===== src/rtl/heart_rate_rgb_indicator_if.sv =====
// Signal bundle between the heart-rate converter and the RGB status indicator.
// The master side drives the beat stream and thresholds; the slave (indicator) drives LEDs and status.
interface heart_rate_rgb_indicator_if;
    logic       measuring;
    logic       beat_valid;
    logic [7:0] heart_beat_val_live;
    logic [7:0] min_heart_threshold;
    logic [7:0] max_heart_threshold;
    logic       alarm_clear;
    logic       led_red;
    logic       led_green;
    logic       led_blue;
    logic [2:0] status;
    logic       alarm_latched;
    logic [7:0] class_changes;

    modport master (
        output measuring, beat_valid, heart_beat_val_live,
               min_heart_threshold, max_heart_threshold, alarm_clear,
        input  led_red, led_green, led_blue, status, alarm_latched, class_changes
    );

    modport slave (
        input  measuring, beat_valid, heart_beat_val_live,
               min_heart_threshold, max_heart_threshold, alarm_clear,
        output led_red, led_green, led_blue, status, alarm_latched, class_changes
    );
endinterface


===== src/rtl/heart_rate_rgb_indicator.sv =====
// Classifies live heart-rate beats against thresholds, debounces class changes,
// detects loss of signal and drives RGB status LEDs plus a sticky operator alarm.
module heart_rate_rgb_indicator #(
    parameter int unsigned CONFIRM_BEATS  = 3,
    parameter int unsigned BLINK_HALF     = 25_000_000,
    parameter int unsigned TIMEOUT_CYCLES = 150_000_000
) (
    input  logic                       clk,
    input  logic                       reset,
    heart_rate_rgb_indicator_if.slave  hr
);

    localparam logic [2:0] S_IDLE      = 3'd0;
    localparam logic [2:0] S_ACQUIRE   = 3'd1;
    localparam logic [2:0] S_NORMAL    = 3'd2;
    localparam logic [2:0] S_LOW       = 3'd3;
    localparam logic [2:0] S_HIGH      = 3'd4;
    localparam logic [2:0] S_NO_SIGNAL = 3'd5;

    localparam int unsigned BW = (BLINK_HALF > 1) ? $clog2(BLINK_HALF) : 1;
    localparam int unsigned TW = $clog2(TIMEOUT_CYCLES);
    localparam logic [BW-1:0] BLINK_LAST = BW'(BLINK_HALF - 1);
    localparam logic [TW-1:0] TO_LAST    = TW'(TIMEOUT_CYCLES - 1);
    localparam logic [3:0]    CONFIRM    = 4'(CONFIRM_BEATS);

    logic [2:0]    state_q, state_d;
    logic [2:0]    cand_class_q, cand_class_d;
    logic [3:0]    cand_cnt_q, cand_cnt_d;
    logic [TW-1:0] to_cnt_q, to_cnt_d;
    logic [BW-1:0] blink_cnt_q, blink_cnt_d;
    logic          blink_q, blink_d;
    logic          alarm_q, alarm_d;
    logic [7:0]    changes_q, changes_d;

    logic [2:0] beat_class;
    logic [2:0] trk_class;
    logic [3:0] trk_cnt;
    logic       trk_confirm;
    logic       state_change;
    logic       led_r, led_g, led_b;

    function automatic logic is_class_state(input logic [2:0] s);
        return (s == S_NORMAL) || (s == S_LOW) || (s == S_HIGH);
    endfunction

    function automatic logic is_alarm_state(input logic [2:0] s);
        return (s == S_LOW) || (s == S_HIGH) || (s == S_NO_SIGNAL);
    endfunction

    // LOW is tested first so it wins when min > max.
    always_comb begin
        if (hr.heart_beat_val_live < hr.min_heart_threshold) begin
            beat_class = S_LOW;
        end else if (hr.heart_beat_val_live > hr.max_heart_threshold) begin
            beat_class = S_HIGH;
        end else begin
            beat_class = S_NORMAL;
        end
    end

    always_comb begin
        trk_class = cand_class_q;
        trk_cnt   = cand_cnt_q;
        if (beat_class == state_q) begin
            trk_cnt = '0;
        end else if (beat_class == cand_class_q) begin
            trk_cnt = cand_cnt_q + 4'd1;
        end else begin
            trk_class = beat_class;
            trk_cnt   = 4'd1;
        end
        trk_confirm = (trk_cnt == CONFIRM);
    end

    always_comb begin
        state_d      = state_q;
        cand_class_d = cand_class_q;
        cand_cnt_d   = cand_cnt_q;
        to_cnt_d     = to_cnt_q;
        if (!hr.measuring) begin
            state_d      = S_IDLE;
            cand_class_d = S_IDLE;
            cand_cnt_d   = '0;
            to_cnt_d     = '0;
        end else begin
            case (state_q)
                S_IDLE: begin
                    state_d  = S_ACQUIRE;
                    to_cnt_d = '0;
                end
                S_NO_SIGNAL: begin
                    to_cnt_d = '0;
                    if (hr.beat_valid) begin
                        // Recovery beat starts a fresh candidate run of length one.
                        cand_class_d = beat_class;
                        if (CONFIRM == 4'd1) begin
                            state_d    = beat_class;
                            cand_cnt_d = '0;
                        end else begin
                            state_d    = S_ACQUIRE;
                            cand_cnt_d = 4'd1;
                        end
                    end
                end
                S_ACQUIRE, S_NORMAL, S_LOW, S_HIGH: begin
                    if (hr.beat_valid) begin
                        to_cnt_d     = '0;
                        cand_class_d = trk_class;
                        if (trk_confirm) begin
                            state_d    = trk_class;
                            cand_cnt_d = '0;
                        end else begin
                            cand_cnt_d = trk_cnt;
                        end
                    end else if (to_cnt_q == TO_LAST) begin
                        state_d  = S_NO_SIGNAL;
                        to_cnt_d = '0;
                    end else begin
                        to_cnt_d = to_cnt_q + 1'b1;
                    end
                end
                default: begin
                    state_d      = S_IDLE;
                    cand_class_d = S_IDLE;
                    cand_cnt_d   = '0;
                    to_cnt_d     = '0;
                end
            endcase
        end
    end

    assign state_change = (state_d != state_q);

    always_comb begin
        blink_cnt_d = blink_cnt_q;
        blink_d     = blink_q;
        if (state_change) begin
            blink_cnt_d = '0;
            blink_d     = 1'b1;
        end else if (blink_cnt_q == BLINK_LAST) begin
            blink_cnt_d = '0;
            blink_d     = ~blink_q;
        end else begin
            blink_cnt_d = blink_cnt_q + 1'b1;
        end
    end

    // Set is applied after clear so a new alarm entry always wins.
    always_comb begin
        alarm_d = alarm_q;
        if (hr.alarm_clear && (state_q == S_IDLE || state_q == S_ACQUIRE || state_q == S_NORMAL)) begin
            alarm_d = 1'b0;
        end
        if (state_change && is_alarm_state(state_d)) begin
            alarm_d = 1'b1;
        end
    end

    always_comb begin
        changes_d = changes_q;
        if (state_change && is_class_state(state_q) && is_class_state(state_d) && (changes_q != 8'hFF)) begin
            changes_d = changes_q + 8'd1;
        end
    end

    always_ff @(posedge clk or posedge reset) begin
        if (reset) begin
            state_q      <= S_IDLE;
            cand_class_q <= S_IDLE;
            cand_cnt_q   <= '0;
            to_cnt_q     <= '0;
            blink_cnt_q  <= '0;
            blink_q      <= 1'b1;
            alarm_q      <= 1'b0;
            changes_q    <= '0;
        end else begin
            state_q      <= state_d;
            cand_class_q <= cand_class_d;
            cand_cnt_q   <= cand_cnt_d;
            to_cnt_q     <= to_cnt_d;
            blink_cnt_q  <= blink_cnt_d;
            blink_q      <= blink_d;
            alarm_q      <= alarm_d;
            changes_q    <= changes_d;
        end
    end

    always_comb begin
        led_r = 1'b0;
        led_g = 1'b0;
        led_b = 1'b0;
        case (state_q)
            S_IDLE:      led_b = 1'b1;
            S_ACQUIRE:   led_b = blink_q;
            S_NORMAL:    led_g = 1'b1;
            S_LOW:       led_r = blink_q;
            S_HIGH:      led_r = 1'b1;
            S_NO_SIGNAL: begin
                led_r = blink_q;
                led_b = blink_q;
            end
            default: ;
        endcase
    end

    assign hr.led_red       = led_r;
    assign hr.led_green     = led_g;
    assign hr.led_blue      = led_b;
    assign hr.status        = state_q;
    assign hr.alarm_latched = alarm_q;
    assign hr.class_changes = changes_q;

endmodule

===== src/flat_wrapper.sv =====
// flat-port wrapper written by rule: the top's interface ports become plain ports
module heart_rate_rgb_indicator_flat 
#(
    parameter int unsigned CONFIRM_BEATS  = 3,
    parameter int unsigned BLINK_HALF     = 25_000_000,
    parameter int unsigned TIMEOUT_CYCLES = 150_000_000
)
  (clk, reset, hr_measuring, hr_beat_valid, hr_heart_beat_val_live, hr_min_heart_threshold, hr_max_heart_threshold, hr_alarm_clear, hr_led_red, hr_led_green, hr_led_blue, hr_status, hr_alarm_latched, hr_class_changes);
  heart_rate_rgb_indicator_if hr_i ();
  input  logic clk;
  input  logic reset;
  input wire logic [$bits(hr_i.measuring)-1:0] hr_measuring;
  input wire logic [$bits(hr_i.beat_valid)-1:0] hr_beat_valid;
  input wire logic [$bits(hr_i.heart_beat_val_live)-1:0] hr_heart_beat_val_live;
  input wire logic [$bits(hr_i.min_heart_threshold)-1:0] hr_min_heart_threshold;
  input wire logic [$bits(hr_i.max_heart_threshold)-1:0] hr_max_heart_threshold;
  input wire logic [$bits(hr_i.alarm_clear)-1:0] hr_alarm_clear;
  output wire logic [$bits(hr_i.led_red)-1:0] hr_led_red;
  output wire logic [$bits(hr_i.led_green)-1:0] hr_led_green;
  output wire logic [$bits(hr_i.led_blue)-1:0] hr_led_blue;
  output wire logic [$bits(hr_i.status)-1:0] hr_status;
  output wire logic [$bits(hr_i.alarm_latched)-1:0] hr_alarm_latched;
  output wire logic [$bits(hr_i.class_changes)-1:0] hr_class_changes;
  assign hr_i.measuring = hr_measuring;
  assign hr_i.beat_valid = hr_beat_valid;
  assign hr_i.heart_beat_val_live = hr_heart_beat_val_live;
  assign hr_i.min_heart_threshold = hr_min_heart_threshold;
  assign hr_i.max_heart_threshold = hr_max_heart_threshold;
  assign hr_i.alarm_clear = hr_alarm_clear;
  assign hr_led_red = hr_i.led_red;
  assign hr_led_green = hr_i.led_green;
  assign hr_led_blue = hr_i.led_blue;
  assign hr_status = hr_i.status;
  assign hr_alarm_latched = hr_i.alarm_latched;
  assign hr_class_changes = hr_i.class_changes;
  heart_rate_rgb_indicator #(.CONFIRM_BEATS(CONFIRM_BEATS), .BLINK_HALF(BLINK_HALF), .TIMEOUT_CYCLES(TIMEOUT_CYCLES)) u_core (.clk(clk), .reset(reset), .hr(hr_i));
endmodule

===== config.mk =====
export PLATFORM = sky130hd
export DESIGN_NAME = heart_rate_rgb_indicator_flat
export DESIGN_NICKNAME = d
export VERILOG_FILES = /design/src/rtl/heart_rate_rgb_indicator_if.sv /design/src/rtl/heart_rate_rgb_indicator.sv /design/src/flat_wrapper.sv
export SDC_FILE = /design/constraint.sdc
export NUM_CORES = 1
export LEC_CHECK = 0
export BUFFER_PORTS_ARGS = -buffer_cell sky130_fd_sc_hd__buf_2
export CAP_MARGIN = 25
export CORE_ASPECT_RATIO = 1.25
export CORE_UTILIZATION = 60
export CTS_BUF_LIST = sky130_fd_sc_hd__clkbuf_16
export DETAILED_ROUTE_END_ITERATION = 8
export GPL_TIMING_DRIVEN = 0
export PLACE_DENSITY_LB_ADDON = 0.08
export SLEW_MARGIN = 20
export SYNTH_ARGS = -nofsm -noshare
export SYNTH_HDL_FRONTEND = slang
export SYNTH_SLANG_ARGS = --single-unit

===== constraint.sdc =====
create_clock -name clk -period 3.52 [get_ports clk]
set_input_delay 0 -clock clk [delete_from_list [all_inputs] [get_ports clk]]
set_output_delay 0 -clock clk [all_outputs]
set_load 0.03 [all_outputs]

[Word-level counts from Yosys, hierarchy flattened]
Cells that the tools add are included.
Storage, ports and cells
  bits in registers: 73
  bits in read-only memories: 0
  memories: 0
  word-level logic and storage cells: 88
  bits in writable memories: 0
  bits of input ports: 29
  latch bits: 0
  output and inout bits: 15
Cells by class
  $mul: 0
  shifts and indexed selects: 0
  $add $sub $neg: 4
  mux-type cells: 34
  order comparisons: 2
  bitwise operators: 1
  divide/modulo/power cells: 0
  reductions and logical operators: 20
  equal/unequal tests: 19
Operators with widths (number)
  $mux W28: 4
  $mux W25: 2
  $mux W3: 12
  $add A28 B1 Y28 const B: 1
  $eq A28 B28 Y1 const B: 1
  $add A25 B1 Y25 const B: 1
  $eq A25 B25 Y1 const B: 1
  $mux W4: 6
  $pmux W3 S3: 2
  $eq A3 B2 Y1 const B: 4
  $eq A3 B3 Y1 const B: 4
  $pmux W4 S3: 1
  $add A8 B1 Y8 const B: 1
  $gt A8 B8 Y1: 1
  $logic_or A1 B1 Y1: 8
  $lt A8 B8 Y1: 1
  $ne A8 B8 Y1 const B: 1
  $eq A3 B3 Y1: 2
  $ne A3 B3 Y1 const B: 2
  $logic_and A1 B1 Y1: 5
  $mux W1: 5
  $add A4 B1 Y4 const B: 1
  $eq A4 B2 Y1 const B: 1
  $pmux W1 S2: 2
  other kinds (9): 11

[Depth between registers and ports, before layout]
  depth in word-level cells: 16
  depth in mapped cells: 14

[Worst setup path before layout]
Ideal clock, no wire load.
  path type: input -> register
  start point: input hr_min_heart_threshold[2]
  end point: register u_core.changes_q[1] (netlist: u_core.hr.class_changes[1])
  setup time: 0.125 ns
  slack: 0.785 ns
  arrival: 2.610 ns
  stages on the path: 13
  cells stage by stage: inv_1 > ha_1 > or3_2 > a21oi_1 > o31a_2 > buf_6 > a21oi_1 > a211oi_2 > mux2_4 > a2111oi_4 > nor3_4 > o21ai_2 > mux2_4
On the way
  longest elaborated chain between the ends: 15
  elaborated cells on any way between the ends: 22
  classes of those cells: order compare (1); eq/ne (7); mux (9); reduce/logical (5)
Ends and longest elaborated chain
  start: declaration: line flat_wrapper.sv:15  | input wire logic [$bits(hr_i.min_heart_threshold)-1:0] hr_min_heart_threshold;
  $lt A8 B8 Y1 (*): line heart_rate_rgb_indicator.sv:52  | if (hr.heart_beat_val_live < hr.min_heart_threshold) begin
  $mux W3 (*): line heart_rate_rgb_indicator.sv:52
  $eq A3 B3 Y1: line heart_rate_rgb_indicator.sv:66  | end else if (beat_class == cand_class_q) begin
  $mux W4: line heart_rate_rgb_indicator.sv:66
  $mux W4: line heart_rate_rgb_indicator.sv:64  | if (beat_class == state_q) begin
  $eq A4 B2 Y1: line heart_rate_rgb_indicator.sv:72  | trk_confirm = (trk_cnt == CONFIRM);
  $mux W3 (*): line heart_rate_rgb_indicator.sv:109  | if (trk_confirm) begin
  $mux W3 (*): line heart_rate_rgb_indicator.sv:106  | if (hr.beat_valid) begin
  $pmux W3 S3 (*): line heart_rate_rgb_indicator.sv:86  | case (state_q)
  $mux W3 (*): line heart_rate_rgb_indicator.sv:80  | if (!hr.measuring) begin
  $eq A3 B2 Y1: line heart_rate_rgb_indicator.sv:43  | return (s == S_NORMAL) || (s == S_LOW) || (s == S_HIGH);
  $logic_or A1 B1 Y1 (2 in series): line heart_rate_rgb_indicator.sv:43
  $logic_and A1 B1 Y1 (*) (2 in series): line heart_rate_rgb_indicator.sv:161  | if (state_change && is_class_state(state_q) && is_class_state(state_d) && (changes_q != 8'hFF)) begin
  end signal: assignment: line heart_rate_rgb_indicator.sv:184  | changes_q <= changes_d;
  end: declaration: line heart_rate_rgb_indicator.sv:33  | logic [7:0] changes_q, changes_d;
Mark *: on every way between the ends. The rest lies on a longest branch, timed or not.
A chain may end at the register's enable or synchronous reset.

[Worst setup path after layout]
  start point: register u_core.to_cnt_q[0]
  end point: register u_core.changes_q[1] (netlist: u_core.hr.class_changes[1])
On the way
  longest elaborated chain between the ends: 10
  elaborated cells on any way between the ends: 14
  classes of those cells: eq/ne (5); mux (4); reduce/logical (5)
Ends and longest elaborated chain
  start: declaration: line heart_rate_rgb_indicator.sv:29  | logic [TW-1:0] to_cnt_q, to_cnt_d;
  start signal: assignment: line heart_rate_rgb_indicator.sv:180  | to_cnt_q <= to_cnt_d;
  $eq A28 B28 Y1 (*): line heart_rate_rgb_indicator.sv:115  | end else if (to_cnt_q == TO_LAST) begin
  $mux W3 (*): line heart_rate_rgb_indicator.sv:115
  $mux W3 (*): line heart_rate_rgb_indicator.sv:106
  $pmux W3 S3 (*): line heart_rate_rgb_indicator.sv:86
  $mux W3 (*): line heart_rate_rgb_indicator.sv:80
  via u_core.state_d[0]: line heart_rate_rgb_indicator.sv:26  | logic [2:0] state_q, state_d;
  $eq A3 B2 Y1: line heart_rate_rgb_indicator.sv:43
  $logic_or A1 B1 Y1 (2 in series): line heart_rate_rgb_indicator.sv:43
  $logic_and A1 B1 Y1 (*) (2 in series): line heart_rate_rgb_indicator.sv:161
The timed path passes the listed nets; every way through them passes the cells marked *.

==> summary.txt <==
Clock network
  • CTS tree: done
  • CTS Buf Count: 9
  • PostCTS Resize Cnt: 0
  • Num Clock Sinks: 73
  • Clock buffer depth: 2
  • Clock slew at reported path FFs: 60 ps
  • CTS H-tree lvls: 3
  • Clk root buf: clkbuf_16
  • Clock Latency Late Sink: 330 ps

STA
  • Worst Tran Pin Value: 808 ps
  • Final setup fails: 0
  • Total negative setup slack: 0 ps
  • Setup ws final: around 320 ps
  • Post-layout minimum cycle time: 3200 ps
  • Clock skew: approximately 12 ps
  • Final hold violations: 0
  • Max Fclk: 312 MHz
  • RSZ-0062 raised after global routing: no
  • Slew Viols, Final: 0
  • Relative slew slack: 46.2%
  • Period utilisation layout: 91.0%

Critical path
  • Critical Path AT: 3420 ps
  • CP most frequent cell: a21oi_1
  • Critical-path maximum fanout: 9
  • Worst path max stage delay: 420 ps
  • Critical path's top delay family: compound AO/OA/AOI/OAI gates
  • Critical path class: reg -> reg
  • Crit path cell chain: ha_1, nand2_1, nor4_1, a21oi_1, a21oi_1, o21a_1, o41a_1, and3_1, a211oi_2, buf_4, o21ai_2, mux2_4
  • Worst path bufs/invs: 1
  • Crit. End Element: flop
  • Worst EP required: 3740 ps
  • Critical Path Slowest Stage Cell: dfrtp_1
  • Crit path launch type: flop

Logic synthesis
  • Sequential share of the synthesized area: roughly two fifths
  • Yosys warns: 0
  • Synth top area share: around two fifths
  • Distinct cell type count after synthesis: 64
  • #FFs+latches synth: between 70 and 80
  • Post-synth top area cell: dfrtp_1
  • Most used DFF post-synth: dfrtp_1
  • Most common cell in the netlist: dfrtp_1
  • Synth Cell Area: 4470 sq um
  • Post-synth EDFFs: 0
  • Mapped Cells: a little under 500
  • Commonest cells in the netlist: 72 x dfrtp_1, 65 x nor2_1, 41 x nand2_1
  • Compound-cell area share of the yosys netlist: 13.0%
  • Most area-consuming cells after synthesis: dfrtp_1 40%, xor2_1 7.1%, nor2_1 5.5%
  • Mux cell area share after synthesis: 0.672%
  • Syn nets: about 540
  • Ys async rst share: 100%
  • Post-Synth Simple-Gate Area: 25.4%
  • Synth Area in Adders: 5.32%
  • Post-Synth XOR/XNOR Area: between 10% and 20%
  • Main combinational cell family by area after synthesis: simple AND/OR/NAND/NOR gates
  • Avg Cell Area, Syn: between 9 and 10 sq um

Power
  • Pwr dens: 413 nW/um^2
  • Leakage: 0.00243 uW
  • Peak supply drop: 350 uV

GRT
  • GRT Util Overall: 27.5%
  • Initial antenna violation count: 0
  • Largest net degree at the start of global routing: 59
  • Total grt overflow: 0
  • Vias in the first global route: about 3800
  • First-pass GRT wire length: 16800 um

Place
  • Port Buffers: 43
  • Detail Placement HPWL: 7070 um
  • Final Wtd Congestion: slightly below 0.9
  • Post-Place Worst Slack: 240 ps

Floorplanning
  • Die height: 98.5 um
  • Row count: 34
  • I/O Pins: 44
  • Die X: 79.2 um
  • Core area: 7060 sq um
  • Die ar.: ~8000 sq um
  • Initial Util: between 60% and 70%

Route
  • WL/cell: 15.0 um
  • Initial DRT Pass Iterations: 5
  • Vias: 3765
  • Antenna Violating Nets Remaining: 0
  • Initial DRC Count: 227
  • DR vias/cell: around 5.8
  • Total wire length: 9690 um
  • Drt drc: 0

Job
  • Reported max-cap violation count: 0

Final layout
  • Fill count: 531
  • Area growth, synth to finish: 15.7%
  • Share of cells above drive strength 1: between 10% and 20%
  • Diodes inserted: 0
  • Final net count: 599

Run status
  • Outcome: complete, no violations

Hold path
  • Worst Hold Class: in -> reg
[kinds of logic (layout without fill, tap and decap cells)]
family / Yosys count / count (layout)
muxes: 2 / 2
AOI/OAI and AO/OA: 83 / 83
xor gates and xnor gates: 56 / 56
adders and majority gates: 19 / 19
DFF: 73 / 73
and+or+nand+nor: 220 / 220
buffers and inverters: 40 / 103
[cell usage in the layout, fill, tap and decap left out, drive strengths merged, types with 2 or more instances in the layout]
cell / count
inv: 29
nor4: 2
mux2: 2
buf: 49
o21a: 4
and2: 8
and3: 24
dfrtp: 72
a21o: 3
o21ai: 22
a211oi: 3
clkinv: 2
nand4: 10
ha: 19
nand2: 42
nor2b: 5
o211ai: 6
a31oi: 2
nor3: 7
nor2: 65
and4: 5
a21oi: 24
bufinv: 2
clkbuf: 19
xnor2: 20
or2: 3
xor2: 36
nand2b: 2
o221ai: 2
or3: 7
o2111ai: 4
nand3: 29
nor4b: 2
nor3b: 2
[flip-flops by register name, summed over array words and instances, names as in the netlist]
name,flops
u_core.to_cnt_q,28
u_core.cand_class_q,3
u_core.blink_q,1
u_core.cand_cnt_q,4
u_core.hr.class_changes,8
u_core.blink_cnt_q,25
u_core.hr.alarm_latched,1
u_core.hr.status,3
[where the power goes]
part           switching (uW)  internal (uW)
combinational             172            106
sequential               24.1            862
clock                     350            620
total                     546           1590
[worst paths after layout]
check | from | to | depth (start not counted) | slack [ps]
max | u_core.to_cnt_q[0] | u_core.hr.class_changes[1] | 12 | 320
min | hr_alarm_clear | u_core.hr.alarm_latched | 4 | 50
max reg2reg | u_core.to_cnt_q[0] | u_core.hr.class_changes[1] | 12 | 320
min reg2reg | u_core.hr.class_changes[5] | u_core.hr.class_changes[5] | 1 | 490
max in group asynchronous | reset | u_core.blink_q | 4 | 2790
min in group asynchronous | reset | u_core.hr.class_changes[3] | 3 | 140
[per-layer routing]
metal | track usage (%) | part of all wire, % | vias up
met5 | 0 | 0 | -
met2 | 46.9 | 49 | 94
met3 | 3.98 | 3.8 | 29
met1 | 34.2 | 44 | 1800
li1 | - | - | 1842
met4 | 12.7 | 3.0 | 0
[stage by stage]
stage / hold WS [ps] / util, % / power, uW / std cells / instance area (sq um)
floorplan: 197 / - / 1090 / 493 / 4470
global placement: 388 / 67.9 / 1160 / 626 / 4800
detailed placement: -52.3 / 68.4 / 1180 / 627 / 4830
CTS: 44.4 / 73.0 / 2150 / 644 / 5160
global route: 74.0 / 73.2 / 2220 / 646 / 5170
finish: 50.2 / 73.2 / 2130 / 646 / 5170
[layout make-up]
class	count	area [sq um]	share of cell area, %
multi-input cells	380	2480	47.9
flip-flops and latches	73	1830	35.3
repair buffers	47	268	5.18
clock buffers	9	225	4.36
well taps	90	113	2.18
inverters	27	104	2.01
clock inverters	7	93.8	1.81
plain buffers	13	63.8	1.23
[worst reg2reg max path, delay by kind of cell (launching register included)]
kind / cells / cell delay (ps)
buffers and inverters: 1 / 190
AO/OA/AOI/OAI: 6 / 1110
adder cells (fa/ha/maj): 1 / 310
AND/OR/NAND/NOR: 3 / 730
flip-flops: 1 / 420
multiplexers: 1 / 320
[timing repair]
action / 4_1_cts / 5_1_grt
hold buffers: 1 / 0
endpoints found under the hold margin: 72 / 0
buffers inserted: 0 / 2
setup endpoints to repair: 0 / 1
Note: power is estimated with default switching activity, not from simulation.
